### config.mk
export PLATFORM = sky130hd
export DESIGN_NAME = serial_tx
export DESIGN_NICKNAME = d
export VERILOG_FILES = /design/src/rtl/serial_tx.sv
export SDC_FILE = /design/constraint.sdc
export NUM_CORES = 1
export LEC_CHECK = 0
export BUFFER_PORTS_ARGS = -buffer_cell sky130_fd_sc_hd__buf_2
export CAP_MARGIN = 20
export CORE_MARGIN = 5
export CORE_UTILIZATION = 37
export DETAILED_ROUTE_END_ITERATION = 12
export GPL_TIMING_DRIVEN = 0
export MAX_ROUTING_LAYER = met4
export REMOVE_ABC_BUFFERS = 1
export SETUP_SLACK_MARGIN = 0.05
export SLEW_MARGIN = 20
export SYNTH_ARGS = -nofsm -noshare
export SYNTH_HDL_FRONTEND = slang
export SYNTH_SLANG_ARGS = --single-unit
export TNS_END_PERCENT = 10
### constraint.sdc
create_clock -name clk -period 2.4 [get_ports clk]
set_input_delay 0.24 -clock clk [delete_from_list [all_inputs] [get_ports clk]]
set_output_delay 0.24 -clock clk [all_outputs]
set_load 0.02 [all_outputs]
### src/rtl/serial_tx.sv
// Framed parallel-to-serial transmitter: start bit, DATA_W data bits LSB first, stop bit,
// each bit held for CLKS_PER_BIT cycles. Line idles high.
module serial_tx #(
  parameter int unsigned DATA_W       = 8,
  parameter int unsigned CLKS_PER_BIT = 4
) (
  input  logic              clk,
  input  logic              rst,
  input  logic [DATA_W-1:0] din,
  input  logic              din_valid,
  output logic              din_ready,
  output logic              tx_out,
  output logic              busy,
  output logic              done
);

  localparam int unsigned CntW = (CLKS_PER_BIT > 1) ? $clog2(CLKS_PER_BIT) : 1;
  localparam int unsigned BitW = (DATA_W > 1) ? $clog2(DATA_W) : 1;
  localparam logic [CntW-1:0] CntMax = CntW'(CLKS_PER_BIT - 1);
  localparam logic [BitW-1:0] BitMax = BitW'(DATA_W - 1);

  typedef enum logic [1:0] {StIdle, StStart, StData, StStop} state_e;

  state_e            state_q, state_d;
  logic [DATA_W-1:0] shift_q, shift_d;
  logic [CntW-1:0]   cnt_q, cnt_d;
  logic [BitW-1:0]   bit_q, bit_d;
  logic              tx_q, tx_d;
  logic              busy_q, busy_d;
  logic              done_q, done_d;
  logic              bit_end;
  logic [DATA_W-1:0] shift_next;

  assign din_ready  = (state_q == StIdle) && !rst;
  assign tx_out     = tx_q;
  assign busy       = busy_q;
  assign done       = done_q;
  assign bit_end    = (cnt_q == CntMax);
  assign shift_next = shift_q >> 1;

  always_comb begin
    state_d = state_q;
    shift_d = shift_q;
    bit_d   = bit_q;
    tx_d    = tx_q;
    busy_d  = busy_q;
    done_d  = 1'b0;
    cnt_d   = bit_end ? '0 : cnt_q + CntW'(1);

    unique case (state_q)
      StIdle: begin
        cnt_d = '0;
        if (din_valid) begin
          shift_d = din;
          state_d = StStart;
          tx_d    = 1'b0;
          busy_d  = 1'b1;
          bit_d   = '0;
        end
      end
      StStart: begin
        if (bit_end) begin
          state_d = StData;
          tx_d    = shift_q[0];
        end
      end
      StData: begin
        if (bit_end) begin
          if (bit_q != BitMax) begin
            shift_d = shift_next;
            tx_d    = shift_next[0];
            bit_d   = bit_q + BitW'(1);
          end else begin
            state_d = StStop;
            tx_d    = 1'b1;
          end
        end
      end
      StStop: begin
        if (bit_end) begin
          state_d = StIdle;
          busy_d  = 1'b0;
          done_d  = 1'b1;
          tx_d    = 1'b1;
        end
      end
      default: begin
        state_d = StIdle;
        tx_d    = 1'b1;
        busy_d  = 1'b0;
      end
    endcase
  end

  always_ff @(posedge clk) begin
    if (rst) begin
      state_q <= StIdle;
      shift_q <= '0;
      cnt_q   <= '0;
      bit_q   <= '0;
      tx_q    <= 1'b1;
      busy_q  <= 1'b0;
      done_q  <= 1'b0;
    end else begin
      state_q <= state_d;
      shift_q <= shift_d;
      cnt_q   <= cnt_d;
      bit_q   <= bit_d;
      tx_q    <= tx_d;
      busy_q  <= busy_d;
      done_q  <= done_d;
    end
  end

endmodule

Word-level counts from Yosys, hierarchy flattened

Index checks and enable logic that the tools add are counted.

Logic and storage cells: 56
Bits in registers: 18
Output and inout bits: 4
Input port bits: 11

Bitwise logic cells: 1
Equal/unequal tests: 11
Add/subtract/negate cells: 2
Muxes and demuxes: 24
Reduce and logical (&&, ||, !) cells: 11

Operator list:

| operator                                       | count |
|---|---|
| 2-to-1 mux 8 bit                               | 3 |
| one-hot mux 8 bit (2 select lines)             | 1 |
| inequality test 2 bit (second input constant)  | 6 |
| 2-to-1 mux 2 bit                               | 5 |
| 2-to-1 mux 3 bit                               | 3 |
| 2-to-1 mux 1 bit                               | 8 |
| one-hot mux 2 bit (4 select lines)             | 1 |
| AND reduction 4 bit                            | 2 |
| == test 2 bit (second input constant)          | 3 |
| one-hot mux 3 bit (2 select lines)             | 1 |
| AND reduction 5 bit                            | 1 |
| one-hot mux 1 bit (4 select lines)             | 1 |
| nonzero test 2 bit                             | 2 |
| adder 3 x 1 -> 3 bit (second input constant)   | 1 |
| inequality test 3 bit (second input constant)  | 1 |
| AND reduction 3 bit                            | 1 |
| OR reduction 3 bit                             | 1 |
| adder 2 x 1 -> 2 bit (second input constant)   | 1 |
| == test 2 x 1 -> 1 bit (second input constant) | 1 |
| zero test 2 bit                                | 1 |
| one-hot mux 1 bit (2 select lines)             | 1 |
| OR reduction 2 bit                             | 1 |
| logical AND 1 bit                              | 1 |
| zero test 1 bit                                | 1 |
| inverter 1 bit                                 | 1 |

Longest topological paths before layout

Gate-level depths: netlist of the first run.

Depth after elaboration: 4
Gate-level depth with buffers: 8
Depth with buffers taken out: 5

Worst setup path after synthesis of the first run

Ideal clock, no wire load.

Kind: register to register
Start point: reg state_q[0]
End point: reg shift_q[0]
Arrival: 1.492 ns
Required time: 2.284 ns
Period minus slack after synthesis: 1.608 ns
Cell stages (with the launch flop): 9
Buffers on the path: 3
Slack: 0.792 ns
Setup time: 0.116 ns
Cell sequence: dfxtp_1 inv_1 ha_1 buf_6 nor2b_1 buf_6 o21a_1 buf_6 o211a_1

Word-level cells in the longest chain between the ends: 3
Elaborated cells on any way between the ends: 8
Classes of those cells: 4 x eq/ne; 1 x mux; 3 x reduce/logical

RTL lines:

| element                                                                      | line | RTL |
|---|---|---|
| start, declared                                                              | 24   | `state_e state_q, state_d;` |
| start signal, assigned                                                       | 97   | `state_q <= StIdle;` |
| start signal, assigned                                                       | 105  | `state_q <= state_d;` |
| == test 2 bit or zero test 2 bit (tied branches)                             | 50   | `unique case (state_q)` |
| inequality test 2 bit (no source line) or nonzero test 2 bit (tied branches) | n/a  |  |
| AND reduction 4 bit (no source line)                                         | n/a  |  |
| end signal, assigned                                                         | 106  | `shift_q <= shift_d;` |
| end, declared                                                                | 25   | `logic [DATA_W-1:0] shift_q, shift_d;` |

Parallel ways exist; a longest one is shown, timed or not.
A chain may end at the register's enable or synchronous reset.

Worst setup path in the final report of the first run

Start point: reg state_q[0]
End point: reg bit_q[0]

Word-level cells in the longest chain between the ends: 3
Elaborated cells on any way between the ends: 8
Classes of those cells: 4 x eq/ne; 1 x mux; 3 x reduce/logical

RTL lines:

| element                                                                      | line | RTL |
|---|---|---|
| == test 2 bit or zero test 2 bit (tied branches)                             | 50   |  |
| inequality test 2 bit (no source line) or nonzero test 2 bit (tied branches) | n/a  |  |
| AND reduction 4 bit (no source line)                                         | n/a  |  |
| end signal, assigned                                                         | 108  | `bit_q <= bit_d;` |
| end, declared                                                                | 27   | `logic [BitW-1:0] bit_q, bit_d;` |

Parallel ways exist; a longest one is shown, timed or not.

==> results of run 1 <==
-- cell type report --
cell class | instances | area, µm² | area share
clock buffers | 4 | 36.3 | 0.0339
flip-flops and latches | 18 | 360 | 0.337
multi-input cells | 68 | 551 | 0.515
inverters | 4 | 15.0 | 0.0140
well taps | 30 | 37.5 | 0.0351
repair buffers | 14 | 70.1 | 0.0655
-- final timing paths --
path         slack (ns)        to  depth (start not counted)
min reg2reg        0.44  cnt_q[0]                          1
max                0.37  bit_q[0]                          5
min                0.20  cnt_q[0]                          2
max reg2reg        0.37  bit_q[0]                          5
-- flip-flops by register name, indices dropped and copies added (netlist names) --
register / cells
shift_q: 8
bit_q: 3
cnt_q: 2
state_q: 2
busy: 1
done: 1
tx_out: 1
-- cell usage after synthesis --
cell       n
nor3_1     1
o311ai_0   1
or3_1      1
inv_1      3
nor2_1     1
o21ba_2    1
nand2b_1   1
and3b_1    1
a21boi_0   1
dfxtp_1   18
o21a_1     3
buf_6      5
ha_1       7
mux2i_1   11
o21ai_0    1
o21ai_1    1
nor2b_1    4
nor4b_1    1
o221ai_1   1
o211a_1    7
nor4_1     2
a21oi_1    1
a211oi_1   2
and3_1     1
nand2_1    6
buf_2      2
o211ai_1   7
nand3_1    3
clkinv_1   1
nor4bb_1   1
clkbuf_1   1
o31ai_1    1
-- critical path, delay by kind of cell, from the launching register on --
family,cells,cell delay (ns)
AOI/OAI and AO/OA,1,0.45
and+or+nand+nor,1,0.40
DFF,1,0.34
muxes,1,0.23
adders and majority gates,1,0.44
buffers and inverters,1,0.10
-- layer usage --
layer	GRT usage	share of wire	vias to the layer above
met2	0.181	0.49	8
met1	0.140	0.47	354
li1	-	-	383
met5	-	0	-
met3	0.0186	0.018	2
met4	0.0636	0.015	0
-- report_power, final --
group / switching (mW) / internal, mW
clock: 0.0977 / 0.0925
sequential: 0.0531 / 0.391
combinational: 0.348 / 0.279
-- logic make-up after synthesis --
group,count (synthesis),share of synthesized area
multiplexers,11,0.111
flip-flops,18,0.364
AO/OA/AOI/OAI,27,0.220
buffers and inverters,12,0.0858
AND/OR/NAND/NOR,23,0.131
adder cells (fa/ha/maj),7,0.0884
==> out/results.txt, run 1 <==
PwrDens: 1180 nW/µm²
Kind of critical path: flip-flop to flip-flop
Register area share after synthesis: 0.364
DRT Pass-1 Iters: 4
Via count: 747
Cell Rows: 18
FF-to-FF Start: state_q[0]
Post-CTS Setup Inserts: 0
Largest net degree at the start of global routing: 19
Drt wl/cell: 13.6 µm
Worst path max stage delay: 0.45 ns
Area leader, netlist: dfxtp_1
Synth top area share: 0.364
First-pass GRT wire length: 3.22 mm
Setup WS pre-CTS: 0.153 ns
Yosys synthesis warning count: 0
Initial DRC count: 3
Grt total ovfl: 0
Mapped Area: 991 µm²
Synth Instances: 98
Cells resized by post-CTS repair: 0
I/O Buffers: 14
HPWL after DPL: 1.35 mm
Synthesis-to-finish area growth: 7.95%
GP Congestion: 0.721
#FFs+latches synth: 18
Max cap viols: 0
Worst-Margin Slew: 0.463 ns
CTS Buffer Depth: 2
Number of global-route vias before repair: 756
Min Hold Slack: 0.202 ns
Unrepaired setup endpoints after global routing: false
Ratio of cells with drive above 1 in the final layout: 0.194
Worst Skew: 0.00228 ns
CTS Hold Bufs: 0
CTS tree: built
Slew Limit Fails: 0
Number of fill cells in the layout: 256
Placed cells: 134
Overall Power: 1.26 mW
Max VDD drop: 0.591 mV
Worst Setup SP: state_q[0]
Status: completed
Core Area: 2520 µm²
Finished Layout Cells: 138
Most common cell after layout, fill and taps aside: dfxtp_1
Critical path's slowest cell: o21a_1
Initial antenna violation count: 0
Num CTS Buffers: 3
Finished Cell Area: 1070 µm²
Ranking of synthesized cells by area: dfxtp_1, mux2i_1, ha_1, o211a_1, buf_6
Antenna Violating Nets Remaining: 0
Final WL: 1.88 mm
Total Neg Setup Slack: 0 ns
Clk_lat worst skew: 0.29 ns
Die width: 61.8 µm
H-tree level count: 1
Synthesized area per cell: 10.1 µm²
# diodes: 0
Setup Viol. Count Final: 0
Hold path start: rst
Area after DPL: 1030 µm²
Global Route Usage Sum: 0.115
Most frequent cells in the layout: dfxtp_1, buf_2, mux2i_1, o211ai_1, o211a_1
Type of element launching the critical path: flip-flop
Setup WS post-layout: 0.371 ns
Num Clock Sinks: 18
Crit Path Max Fanout: 16
Ports: 15
Period minus WS final: 2.03 ns
Final period util: 0.846
Via-to-Cell Ratio: 5.41
Clock Root Buffer: clkbuf_4
Starting Density: 0.393
Crit path DAT: 2.26 ns
Crit. End Element: flip-flop
Distinct cell type count after synthesis: 32
Final core occ: 0.424
Die area: 3810 µm²
CP Cell Sequence: inv_1 > ha_2 > and3b_1 > o21a_1 > mux2i_1
NumNets Final: 127
WP data required: 2.63 ns
Max-slew headroom: 0.689
Die Span Y: 61.8 µm
Final hold violations: 0
Leakage: 0.485 nW
DRC violations left: 0
Fmax: 493 MHz
Clock transition at path regs: 0.11 ns
Hold WC Path Type: input pin to flip-flop
Power figures use the tool's default switching activity.
==> run 2, diff against run 1 <==
- clock period: 2.4 -> 1.7 ns (I/O delays scaled with it)
==> out/results.txt, run 2 (synthesized netlist as in run 1, its figures left out) <==
Kind of critical path: flip-flop to flip-flop
Hold Path End: state_q[0]
Status: completed
Drt wl/cell: 14.6 µm
Hold path start: rst
Starting Density: 0.393
Setup Viol. Count Final: 0
Final hold violations: 0
Antenna Violating Nets Remaining: 0
Period minus WS final: 1.58 ns
Multi-input logic area: 609 µm²
Num Clock Sinks: 18
Worst Skew: 0.00253 ns
Via count: 787
Comb pwr share: 0.548
Hold WC Path Type: input pin to flip-flop
Clock Power Share: 0.138
PwrDens: 1730 nW/µm²
Finished Layout Cells: 142
Synthesis-to-finish area growth: 18.6%
Worst path max stage delay: 0.36 ns
Slew Limit Fails: 0
Number of fill cells in the layout: 242
Fmax: 632 MHz
First-pass GRT wire length: 3.24 mm
DRC violations left: 0
Unrepaired setup endpoints after global routing: false
HPWL after DPL: 1.35 mm
CTS Buffer Depth: 2
Clock transition at path regs: 0.11 ns
Worst-Margin Slew: 0.490 ns
Register Area: 364 µm²
I/O Buffers: 14
Ports: 15
Final WL: 2.07 mm
Max-slew headroom: 0.671
Worst R2R End: shift_q[4]
Largest regs: shift_q: 8 flops, bit_q: 3 flops
Grt total ovfl: 0
Most common cell after layout, fill and taps aside: dfxtp_1
NumNets Final: 131
R2R Setup Slk: 0.12 ns
Worst hold stages: 2
Crit Path Max Fanout: 11
Largest Register: shift_q
Critical path's slowest cell: dfxtp_2
H-tree level count: 1
CP Cell Sequence: inv_1 > ha_4 > and3b_2 > o21a_4 > o211a_1
Clk_lat worst skew: 0.30 ns
Initial antenna violation count: 0
CTS tree: built
Die area: 3810 µm²
# diodes: 0
Crit. End Element: flip-flop
Leakage: 0.522 nW
Switching Fraction: 0.391
GP Congestion: 0.721
Die Span Y: 61.8 µm
Cell Rows: 18
Largest net degree at the start of global routing: 19
Via-to-Cell Ratio: 5.54
Max FFs per register: 8
Global Route Usage Sum: 0.116
Max cap viols: 0
Switching power total: 796 µW
Num CTS Buffers: 3
Max VDD drop: 0.917 mV
FF-to-FF Start: state_q[0]
Ratio of cells with drive above 1 in the final layout: 0.304
Reg2Reg Depth: 5
Type of element launching the critical path: flip-flop
CTS Hold Bufs: 0
Clock Root Buffer: clkbuf_4
Final period util: 0.931
Crit path DAT: 1.79 ns
Internal power: 1.24 mW
Placed cells: 134
WP data required: 1.91 ns
Core Area: 2520 µm²
Sequential Power Share: 0.314
Most frequent cells in the layout: dfxtp_1, buf_2, mux2i_1, o211ai_1, o211a_1
Total Neg Setup Slack: 0 ns
Number of global-route vias before repair: 764
DRT Pass-1 Iters: 5
Initial DRC count: 9
Die width: 61.8 µm
[run 2: cell types whose count changed in the layout (fill, tap and decap cells not counted), moves of 3 or more]
cell,delta
dfxtp_2,+3
dfxtp_1,-3
ha_4,+3
ha_1,-3
buf_4,+3
[run 2: area by class of cell]
cell class | count | area share
Clock buffer | 4 | 0.0309
Inverter | 4 | 0.0128
Multi-Input combinational cell | 68 | 0.519
Sequential cell | 18 | 0.310
Tap cell | 30 | 0.0319
Timing Repair Buffer | 18 | 0.0958
[run 2: how the worst max path moves through the flow]
| stage | to | start | slack (ns) | cells past startpoint |
|---|---|---|---|---|
| global route | bit_q[0] | state_q[0] | 0.04 | 5 |
| floorplan | bit_q[0] | state_q[0] | -0.14 | 5 |
| detailed placement | bit_q[0] | state_q[0] | -0.55 | 5 |
| global placement | bit_q[0] | state_q[0] | -0.53 | 5 |
| CTS | shift_q[4] | state_q[0] | 0.06 | 5 |
| finish | shift_q[4] | state_q[0] | 0.12 | 5 |
[run 2: timing repair]
item,in CTS,in global routing
buffers inserted,0,4
pin swaps,0,1
endpoints found under the setup margin,14,13
gates resized for setup,9,9
[run 2: power by group through the flow]
stage          clock, mW  combinational (mW)  sequential, mW
2_1_floorplan          0               0.674           0.640
3_3_place_gp           0               0.866           0.631
3_5_place_dp           0               0.880           0.637
4_1_cts            0.277               0.969           0.632
5_1_grt            0.299                1.22           0.655
6_report           0.281                1.11           0.640
[run 2: worst max-delay path, delay by kind of cell, from the launching register on]
kind,cells,cell delay [ns]
fa+ha+maj,1,0.23
simple gates,1,0.29
compound gates,2,0.49
buf+inv,1,0.11
flops,1,0.36
[run 2: through the flow]
stage / hold slack [ns] / utilization / worst slack (ns) / instance area [µm²] / total power, mW
6_report: 0.117 / 0.466 / 0.118 / 1170 / 2.04
5_1_grt: 0.125 / 0.466 / 0.0365 / 1170 / 2.17
4_1_cts: 0.118 / 0.436 / 0.0593 / 1100 / 1.88
3_5_place_dp: 0.423 / 0.408 / -0.547 / 1030 / 1.52
3_3_place_gp: 0.409 / 0.408 / -0.526 / 1030 / 1.50
2_1_floorplan: 0.243 / - / -0.142 / 921 / 1.31
[run 2: routing by layer]
layer,part of all wire,vias up,track usage
met5,0,-,-
met4,0.023,0,0.0636
met3,0.016,5,0.0186
met2,0.49,11,0.185
met1,0.47,382,0.139
li1,-,389,-
==> run 3, diff against run 2 <==
- SETUP_SLACK_MARGIN: 0.05 -> 0.3
==> out/results.txt, run 3 (synthesized netlist as in run 1, its figures left out) <==
DRC violations left: 0
Antenna Violating Nets Remaining: 0
Slew Limit Fails: 0
Clock Power Share: 0.119
NumNets Final: 140
Cell Rows: 18
PwrDens: 1770 nW/µm²
Final WL: 2.27 mm
Initial DRC count: 8
Internal power: 1.45 mW
WP data required: 1.93 ns
I/O Buffers: 14
Placed cells: 134
Drt wl/cell: 15.0 µm
Clock transition at path regs: 0.11 ns
Clock Root Buffer: clkbuf_4
Unrepaired setup endpoints after global routing: true
Leakage: 0.582 nW
Largest Register: shift_q
Switching Fraction: 0.380
Finished Layout Cells: 151
Final core occ: 0.524
Num Clock Sinks: 18
Finished Cell Area: 1320 µm²
Clk_lat worst skew: 0.30 ns
Final hold violations: 0
Crit Path Max Fanout: 5
Via count: 849
Max cap viols: 0
Initial antenna violation count: 0
Most common cell after layout, fill and taps aside: dfxtp_1
CTS Buffer Depth: 2
Core Area: 2520 µm²
FF-to-FF Start: bit_q[0]
Worst-Margin Slew: 0.480 ns
Type of element launching the critical path: flip-flop
Global Route Usage Sum: 0.139
Number of global-route vias before repair: 876
Starting Density: 0.393
Kind of critical path: flip-flop to flip-flop
Worst Setup SP: bit_q[0]
Die Span Y: 61.8 µm
Grt total ovfl: 0
Most frequent cells in the layout: dfxtp_1, buf_2, mux2i_1, buf_4
Fmax: 699 MHz
Overall Power: 2.34 mW
DRT Pass-1 Iters: 4
Num CTS Buffers: 3
Largest regs: shift_q: 8 flops, bit_q: 3 flops
Status: completed
HPWL after DPL: 1.35 mm
Die width: 61.8 µm
Largest net degree at the start of global routing: 19
Synthesis-to-finish area growth: 33.5%
Sequential Power Share: 0.282
Max FFs per register: 8
Worst Skew: 0.00255 ns
Crit. End Element: flip-flop
Ports: 15
H-tree level count: 1
Crit path DAT: 1.66 ns
Hold path start: din[7]
Ratio of cells with drive above 1 in the final layout: 0.430
Final period util: 0.841
First-pass GRT wire length: 3.83 mm
Max VDD drop: 0.938 mV
Period minus WS final: 1.43 ns
GP Congestion: 0.721
# diodes: 0
Comb pwr share: 0.598
Setup Viol. Count Final: 0
Die area: 3810 µm²
Max-slew headroom: 0.678
Hold WC Path Type: input pin to flip-flop
Area after DPL: 1030 µm²
Via-to-Cell Ratio: 5.62
CTS Hold Bufs: 0
CTS tree: built
Switching power total: 889 µW
[run 3: changes by cell type in the layout (fill, tap and decap cells not counted), moves of 2 or more]
| cell | before | now |
|---|---|---|
| inv_2 | 0 | 2 |
| buf_6 | 0 | 4 |
| buf_4 | 3 | 8 |
| dfxtp_4 | 0 | 2 |
| ha_4 | 3 | 5 |
| inv_1 | 3 | 0 |
[run 3: path summary, 6_finish.rpt]
kind,endpoint,cells past startpoint,slack (ns)
max reg2reg,bit_q[0],5,0.27
min reg2reg,shift_q[7],2,0.47
min,shift_q[7],3,0.13
max,bit_q[0],5,0.27
[run 3: power groups by stage]
stage / logic (mW) / clock network (mW) / registers, mW
CTS: 1.30 / 0.277 / 0.645
floorplan: 0.674 / 0 / 0.640
global placement: 0.866 / 0 / 0.631
global route: 1.51 / 0.297 / 0.676
detailed placement: 0.880 / 0 / 0.637
finish: 1.40 / 0.279 / 0.662
[run 3: stage by stage]
stage	TNS, ns	hold slack [ns]	setup slack [ns]
floorplan	-1.20	0.243	-0.142
global placement	-5.81	0.409	-0.526
detailed placement	-5.98	0.423	-0.547
CTS	0	0.117	0.261
global route	0	0.147	0.234
finish	0	0.132	0.270
[run 3: layout make-up]
| type | count | area (µm²) |
|---|---|---|
| repair buffers | 26 | 190 |
| inverters | 4 | 17.5 |
| multi-input cells | 69 | 671 |
| fillers | 227 | 1200 |
| flip-flops and latches | 18 | 370 |
| clock buffers | 4 | 36.3 |
| well taps | 30 | 37.5 |
[run 3: what timing repair did]
action,CTS,global route
cloned,1,0
buffers inserted,12,0
pin swaps,4,5
setup endpoints to repair,16,15
gates resized for setup,29,13
[run 3: metal layers]
layer  vias to the layer above  part of all wire  wire length [µm]  GRT usage
met2                        20              0.52              1190      0.250
met3                         4             0.033                76     0.0186
met5                         -                 0                 0          -
met1                       411              0.43               965      0.151
met4                         0             0.017                38     0.0636
li1                        414                 -                 -          -
[run 3: critical path, cell delays in order, from the launching register on]
cell and delay, ns:
dfxtp_2 0.35, ha_4 0.16, ha_4 0.15, and3b_2 0.30, o21a_4 0.19, mux2i_1 0.20
